$ cat src/rtl/plot_arb_pkg.sv
// Shared definitions for the plot-port arbiter and its requesters (mailbox reader, grid sweep).
package plot_arb_pkg;

    typedef enum logic [1:0] {
        IDLE    = 2'd0,
        WAIT    = 2'd1,
        RELEASE = 2'd2
    } arb_state_t;

    localparam int COL_W_DEF   = 6;
    localparam int ROW_W_DEF   = 10;
    localparam int COLOR_W_DEF = 8;

    localparam logic [15:0] ERR_MAX = 16'hFFFF;

    function automatic logic [15:0] sat_inc(input logic [15:0] v);
        return (v == ERR_MAX) ? v : v + 16'd1;
    endfunction

endpackage

$ cat src/rtl/rr_pick2.sv
// Two-way round-robin pick: a lone requester always wins, a tie goes to whoever was not served last.
module rr_pick2 (
    input  logic [1:0] valid,
    input  logic       last_grant,
    output logic       grant_any,
    output logic       grant_idx
);

    always_comb begin
        grant_any = |valid;
        grant_idx = 1'b0;
        case (valid)
            2'b01:   grant_idx = 1'b0;
            2'b10:   grant_idx = 1'b1;
            2'b11:   grant_idx = ~last_grant;
            default: grant_idx = 1'b0;
        endcase
    end

endmodule

$ cat src/rtl/plot_port_arbiter.sv
// Shares the per-column plot interface between the mailbox plotter (0) and the grid sweep (1),
// one pixel write at a time with a four-phase column handshake and per-phase timeout.
//   state   | meaning
//   IDLE    | no write in flight; arbitrate and capture the winner's fields
//   WAIT    | col_select asserted, waiting for return_sig[col] to rise
//   RELEASE | col_select dropped, waiting for return_sig[col] to fall
module plot_port_arbiter
    import plot_arb_pkg::*;
#(
    parameter int N_COLS  = 64,
    parameter int COL_W   = COL_W_DEF,
    parameter int ROW_W   = ROW_W_DEF,
    parameter int COLOR_W = COLOR_W_DEF,
    parameter int TIMEOUT = 1023
) (
    input  logic                 clock,
    input  logic                 reset,
    input  logic [1:0]           req_valid,
    input  logic [2*COL_W-1:0]   req_col,
    input  logic [2*ROW_W-1:0]   req_row,
    input  logic [2*COLOR_W-1:0] req_color,
    output logic [1:0]           req_ready,
    output logic [1:0]           req_done,
    output logic [1:0]           req_err,
    output logic [N_COLS-1:0]    col_select,
    output logic [ROW_W-1:0]     row_select,
    output logic [COLOR_W-1:0]   pixel_color,
    input  logic [N_COLS-1:0]    return_sig,
    output logic                 busy,
    output logic [15:0]          err_count
);

    localparam int TIMER_W = $clog2(TIMEOUT + 1);

    arb_state_t          state;
    logic [TIMER_W-1:0]  timer;
    logic                gnt;
    logic                last_grant;
    logic [COL_W-1:0]    col_q;
    logic                grant_any;
    logic                grant_idx;
    logic [COL_W-1:0]    pick_col;
    logic [ROW_W-1:0]    pick_row;
    logic [COLOR_W-1:0]  pick_color;
    logic [N_COLS-1:0]   pick_onehot;
    logic [1:0]          pick_vec;
    logic [1:0]          gnt_vec;
    logic                col_ok;
    logic                ack;
    logic                timer_hit;

    rr_pick2 u_pick (
        .valid      (req_valid),
        .last_grant (last_grant),
        .grant_any  (grant_any),
        .grant_idx  (grant_idx)
    );

    assign pick_col    = grant_idx ? req_col[2*COL_W-1:COL_W]       : req_col[COL_W-1:0];
    assign pick_row    = grant_idx ? req_row[2*ROW_W-1:ROW_W]       : req_row[ROW_W-1:0];
    assign pick_color  = grant_idx ? req_color[2*COLOR_W-1:COLOR_W] : req_color[COLOR_W-1:0];
    assign col_ok      = (int'(pick_col) < N_COLS);
    assign pick_onehot = {{(N_COLS-1){1'b0}}, 1'b1} << pick_col;
    assign pick_vec    = grant_idx ? 2'b10 : 2'b01;
    assign gnt_vec     = gnt ? 2'b10 : 2'b01;
    // Only the granted column's acknowledge matters; the others may be busy with their own draws.
    assign ack         = return_sig[col_q];
    assign timer_hit   = (timer == TIMER_W'(TIMEOUT));
    assign busy        = (state != IDLE);

    always_ff @(posedge clock or negedge reset) begin
        if (!reset) begin
            state       <= IDLE;
            timer       <= '0;
            gnt         <= 1'b0;
            last_grant  <= 1'b1;
            col_q       <= '0;
            req_ready   <= '0;
            req_done    <= '0;
            req_err     <= '0;
            col_select  <= '0;
            row_select  <= '0;
            pixel_color <= '0;
            err_count   <= '0;
        end else begin
            req_ready <= '0;
            req_done  <= '0;
            req_err   <= '0;
            case (state)
                IDLE: begin
                    timer <= '0;
                    if (grant_any) begin
                        gnt         <= grant_idx;
                        last_grant  <= grant_idx;
                        col_q       <= pick_col;
                        row_select  <= pick_row;
                        pixel_color <= pick_color;
                        req_ready   <= pick_vec;
                        if (col_ok) begin
                            col_select <= pick_onehot;
                            state      <= WAIT;
                        end else begin
                            req_err   <= pick_vec;
                            err_count <= sat_inc(err_count);
                        end
                    end
                end
                WAIT: begin
                    if (ack) begin
                        col_select <= '0;
                        req_done   <= gnt_vec;
                        timer      <= '0;
                        state      <= RELEASE;
                    end else if (timer_hit) begin
                        col_select <= '0;
                        req_err    <= gnt_vec;
                        err_count  <= sat_inc(err_count);
                        timer      <= '0;
                        state      <= RELEASE;
                    end else begin
                        timer <= timer + 1'b1;
                    end
                end
                RELEASE: begin
                    // A stuck ack is counted but not reported: the requester already got its answer.
                    if (!ack) begin
                        timer <= '0;
                        state <= IDLE;
                    end else if (timer_hit) begin
                        timer     <= '0;
                        err_count <= sat_inc(err_count);
                        state     <= IDLE;
                    end else begin
                        timer <= timer + 1'b1;
                    end
                end
                default: begin
                    col_select <= '0;
                    timer      <= '0;
                    state      <= IDLE;
                end
            endcase
        end
    end

endmodule
$ cat config.mk
export PLATFORM = sky130hd
export DESIGN_NAME = plot_port_arbiter
export DESIGN_NICKNAME = d
export VERILOG_FILES = /design/src/rtl/plot_arb_pkg.sv /design/src/rtl/rr_pick2.sv /design/src/rtl/plot_port_arbiter.sv
export SDC_FILE = /design/constraint.sdc
export NUM_CORES = 1
export LEC_CHECK = 0
export ABC_AREA = 1
export BUFFER_PORTS_ARGS = -buffer_cell sky130_fd_sc_hd__buf_2
export CORE_UTILIZATION = 46
export DETAILED_ROUTE_END_ITERATION = 8
export PLACE_DENSITY_LB_ADDON = 0.1
export REMOVE_ABC_BUFFERS = 1
export SYNTH_ARGS = -nofsm -noshare
export SYNTH_HDL_FRONTEND = slang
export SYNTH_HIERARCHICAL = 1
export SYNTH_SLANG_ARGS = --single-unit
$ cat constraint.sdc
create_clock -name clock -period 1.74 [get_ports clock]
set_input_delay 0.087 -clock clock [delete_from_list [all_inputs] [get_ports clock]]
set_output_delay 0.087 -clock clock [all_outputs]
set_load 0.02 [all_outputs]
-- Word level (Yosys, flattened, before mapping)
Index checks and enable logic that the tools add are counted.
- flip-flop bits (word level): 124
- input bits: 116
- output and inout port bits: 105
- word-level logic and storage cells: 71
- add/subtract/negate cells: 2
- magnitude comparators: 1
- eq/ne operators: 11
- shifts and indexed selects: 1
- muxes and demuxes: 34
- bitwise gates (word level): 2
- reduce and logical (&&, ||, !) cells: 8
- operators with widths (kind ; count):
    $mux 64 ; 3
    $pmux 64 s3 ; 1
    $mux 16 ; 4
    $shl 1x6->64 const A ; 1
    $mux 10 ; 4
    $pmux 16 s2 ; 1
    $mux 2 ; 14
    $pmux 10 s2 ; 1
    $add 16x1->16 const B ; 1
    $eq 16x16->1 const B ; 1
    $add 10x1->10 const B ; 1
    $eq 10x10->1 const B ; 1
    $reduce_and 3->1 ; 3
    $mux 8 ; 1
    $lt 6x7->1 const B ; 1
    $bmux 1 s6 ; 1
    $eq 2x2->1 const B ; 3
    $mux 6 ; 1
    $ne 2x2->1 const B ; 3
    $ne 3x3->1 const B ; 2
    $pmux 2 s3 ; 1
    $reduce_bool 2->1 ; 2
    $eq 2x1->1 const B ; 1
    $logic_not 2->1 ; 1
    other kinds (5) ; 6

-- Logic depth before layout (Yosys ltp)
- depth after elaboration: 6
- gate-level depth with buffers: 16
- gate-level depth less buffers: 13

-- Modules after synthesis
Netlist, hierarchy kept.
- modules (own cells, without submodules) (module ; times used ; cells an instance ; area an instance (um^2) ; sequential area each (um^2)):
    plot_port_arbiter ; 1 ; 846 ; 6482.5 ; 3104.2
    rr_pick2 ; 1 ; 3 ; 15.0 ; 0.0

-- Worst setup path after synthesis
Ideal clock, no wire load.
- kind: register to register
- start point: reg timer[0]
- end point: reg err_count[15]
- setup time: 119 ps
- arrival time: 1813 ps
- data required time: 1621 ps
- setup slack: -192 ps
- cell stages (with the launch flop): 13
- path buffers: 0
- period minus slack after synthesis: 1932 ps
- cells stage by stage: dfrtp_1 -> ha_1 -> nand2_1 -> nor2_1 -> nand4_1 -> nor2_1 -> nand2_1 -> inv_1 -> nand4_1 -> nor3_1 -> nand4_1 -> nand2_1 -> nand2_1
- cells in the longest elaborated chain, start to end: 4
- elaborated cells on any way between the ends: 5
- classes of those cells: eq/ne: 1; mux: 4
- RTL lines (element ; RTL line ; source):
    start, declared ; plot_port_arbiter.sv:36 ; logic [TIMER_W-1:0] timer;
    start signal, assigned ; plot_port_arbiter.sv:121 ; timer <= timer + 1'b1;
    start signal, assigned ; plot_port_arbiter.sv:134 ; timer <= timer + 1'b1;
    $eq 10x10->1 * ; plot_port_arbiter.sv:68 ; assign timer_hit = (timer == TIMER_W'(TIMEOUT));
    $mux 16 * ; n/a ;
    $mux 16 (on tied branches) ; n/a ;
    $pmux 16 s2 * ; n/a ;
    end signal, assigned ; plot_port_arbiter.sv:104 ; err_count <= sat_inc(err_count);
    end signal, assigned ; plot_port_arbiter.sv:117 ; err_count <= sat_inc(err_count);
    end signal, assigned ; plot_port_arbiter.sv:131 ; err_count <= sat_inc(err_count);
    end, declared ; plot_port_arbiter.sv:30 ; output logic [15:0] err_count
Every way passes the cells marked *; elsewhere a longest branch is shown, timed or not. The select of a mux whose other input is x is not followed.
A chain may end at the register's enable or synchronous reset.

-- Worst setup path in the final report
- start point: reg col_q[0]
- end point: reg col_select[17]
- cells in the longest elaborated chain, start to end: 4
- elaborated cells on any way between the ends: 6
- classes of those cells: eq/ne: 1; mux: 4; reduce/logical: 1
- RTL lines (element ; RTL line ; source):
    start, declared ; plot_port_arbiter.sv:39 ; logic [COL_W-1:0] col_q;
    start signal, assigned ; plot_port_arbiter.sv:95 ; col_q <= pick_col;
    $bmux 1 s6 * ; plot_port_arbiter.sv:67 ; assign ack = return_sig[col_q];
    $mux 1 (implied by the code) * ; plot_port_arbiter.sv:67 ;
    $ne 3x3->1 (no source line) / $mux 64 (equally long branches) ; n/a ;
    $reduce_and 3->1 (no source line) / $pmux 64 s3 (equally long branches) ; n/a ;
    end signal, assigned ; plot_port_arbiter.sv:100 ; col_select <= pick_onehot;
    end, declared ; plot_port_arbiter.sv:25 ; output logic [N_COLS-1:0] col_select,
Marks and branches as above.

==> flow_summary.ini <==
[die]
rows = 43
die_w_um = 121
num_io_pins = 221
die-area_mm2 = 0.0146
coreArea_mm2 = 0.0138
die_y_um = 121
initial_core_util_pct = 47.0

[synthesis]
synth.distinct_cells = 31
yosysSeqAreaShare_pct = 47.8
syn_area_mm2 = 0.00650
synth_area_leaders = dfrtp_1 47%, nand2_1 19%, nand3_1 7.7%
synth_cells = 849
netlist.area_leader.share_pct = 47.4
synth-seq-cells = 124
yosysWarnings = 6
yosysTopAreaCell = dfrtp_1
syn_area_per_cell_um2 = 7.65

[critical_path]
r2r-end = col_select[17]
end_kind = flip-flop
worstSetupStartpointType = flip-flop
critPathKind = flip-flop to flip-flop
reg2reg_depth = 13
crit_start = col_q[0]
cp.arrival_ns = 2.30
reg2reg_slack_ns = -0.25
path_max_fanout = 32
reg2reg_from = col_q[0]
worstSetupEndpoint = col_select[17]
crit_required_ns = 2.05

[power]
p_leak_nw = 4.84
power_density_mw_per_mm2 = 1450
ir_drop_uv = 716

[drt]
wl_mm = 20.2
routedWlPerCell_um = 15.0
vias_per_cell = 5.09
ant_nets = 0
vias = 6875
initialDrtViolationCount = 403
drtPass1Iterations = 5
drc = 0

[placement]
dpl.cell_count = 1276
gp_congestion = 0.863
numPortBuffers = 220
dpl.hpwl_mm = 13.7

[layout]
n_antenna_cell = 0
instances_no_fill = 1351
drive_gt1_share_pct = 33.0
fin_nets = 1279
area_growth_pct = 45.5
mostFrequentLayoutCell = nand2_1
layout_common_cells = 321 x nand2_1, 219 x buf_2, 121 x dfrtp_1
fill_cells = 1173

[global_route]
antenna_found_initial = 0
grt_pass1_wl_mm = 32.1
grt_pass1_vias = 6625
grt_usage_pct = 28.4
grt-ovfl-total = 0
grt_max_degree = 39

[sta]
skew_ns = 0.00705
hold_ws_ns = 0.0333
finalHoldViolCount = 0
min_period_ns = 1.99
finalMaxSlewViolations = 0
min_period_over_period_pct = 114
relSlewSlack_pct = 68.9
setup_viol = 94
rsz0062_at_grt = true
timing.final.ws_setup_ns = -0.252
worst_slew_pin_slew_ns = 0.467
fmax_ghz = 0.502

[clock_network]
cts_buffer_depth = 2
cts_tree = built
numCtsBuffers = 17
cts.clk_slew.worst_paths_ns = 0.06
numClockSinks = 124
cts_htree_levels = 4
cts_root_buffer = clkbuf_16
clock_latency_ns = 0.42

[outcome]
status = finished with violations
violations = setup timing

[min_path]
hold_path.class = input port to flip-flop

[flow_run]
drv_cap = 0
[worst min path at each step]
stage	from	endpoint	cells past startpoint
finish	req_col[2]	col_q[2]	3
global route	req_col[2]	col_q[2]	3
CTS	req_col[2]	col_q[2]	3
detailed placement	reset	req_err[1]	1
global placement	reset	state[1]	1
floorplan	reset	col_q[0]	0
[worst max-delay path, stage by stage (launching register included)]
cell and delay [ns]:
dfrtp_2 0.48, inv_8 0.17, nand2_1 0.09, nand3_1 0.08, nand3_1 0.07, nand2_1 0.09, nand2_1 0.08, nand3_2 0.09
nand3_4 0.11, nand4_4 0.14, nand2_8 0.13, clkbuf_16 0.22, nand2_1 0.06, o21ai_1 0.05
[power by group]
part	total (mW)	internal, mW	switching, mW
Sequential	3.65	3.32	0.325
Combinational	6.62	2.56	4.05
Clock	3.49	2.14	1.34
Total	13.8	8.03	5.72
[cell type report]
type	count	area, um2	share of cell area, %
clock buffers	18	439	4.65
well taps	180	225	2.38
repair buffers	334	2270	24.0
flip-flops and latches	124	3110	32.9
inverters	41	164	1.73
clock inverters	14	146	1.55
multi-input cells	640	3100	32.8
[Yosys cell counts, drive strengths merged]
| cell type | n |
|---|---|
| xnor2 | 4 |
| or2 | 6 |
| o21ai | 75 |
| nand3b | 1 |
| nor2 | 58 |
| ha | 5 |
| nand2 | 329 |
| a21oi | 6 |
| buf | 29 |
| nor3b | 1 |
| clkbuf | 15 |
| dfrtp | 123 |
| dfstp | 1 |
| xor2 | 14 |
| nand4 | 25 |
| nor3 | 10 |
| nand3 | 103 |
| nor4 | 3 |
| inv | 41 |
[registers in the layout (all words and copies together), names as in the netlist]
register / cells
req_done: 2
last_grant: 1
col_select: 64
timer: 10
err_count: 16
req_err: 2
req_ready: 2
col_q: 6
gnt: 1
row_select: 10
state: 2
pixel_color: 8
[per-layer routing]
| layer | GRT usage (%) | share of wire (%) | vias to the layer above |
|---|---|---|---|
| met5 | 0 | 0 | - |
| met4 | 12.8 | 3.4 | 0 |
| met3 | 7.38 | 5.3 | 64 |
| met2 | 46.5 | 49 | 224 |
| met1 | 35.0 | 42 | 3215 |
| li1 | - | - | 3372 |
[logic make-up after synthesis]
logic type | share of synthesized area [%]
flops | 47.8
simple gates | 35.4
compound gates | 6.59
xor+xnor | 2.43
fa+ha+maj | 0.963
buf+inv | 6.89
[through the flow]
| step | power, mW | setup WS, ns | area (um2) | TNS [ns] | utilization, % |
|---|---|---|---|---|---|
| 2_1_floorplan | 6.69 | -1.49 | 6210 | -119.61 | - |
| 3_3_place_gp | 9.29 | -0.303 | 8210 | -25.33 | 59.4 |
| 3_5_place_dp | 9.34 | -0.368 | 8210 | -28.89 | 59.4 |
| 4_1_cts | 13.3 | -0.214 | 9310 | -16.51 | 67.3 |
| 5_1_grt | 14.6 | -0.389 | 9450 | -32.37 | 68.4 |
| 6_report | 13.8 | -0.252 | 9450 | -19.54 | 68.4 |
[repair_timing]
item,4_1_cts,5_1_grt
endpoints found under the setup margin,94,96
resized for setup,29,22
endpoints found under the hold margin,49,0
pin swaps,1,8
buffers inserted,2,1
hold buffers,37,0
gates cloned,0,3
Note: power is estimated with default switching activity, not from simulation.
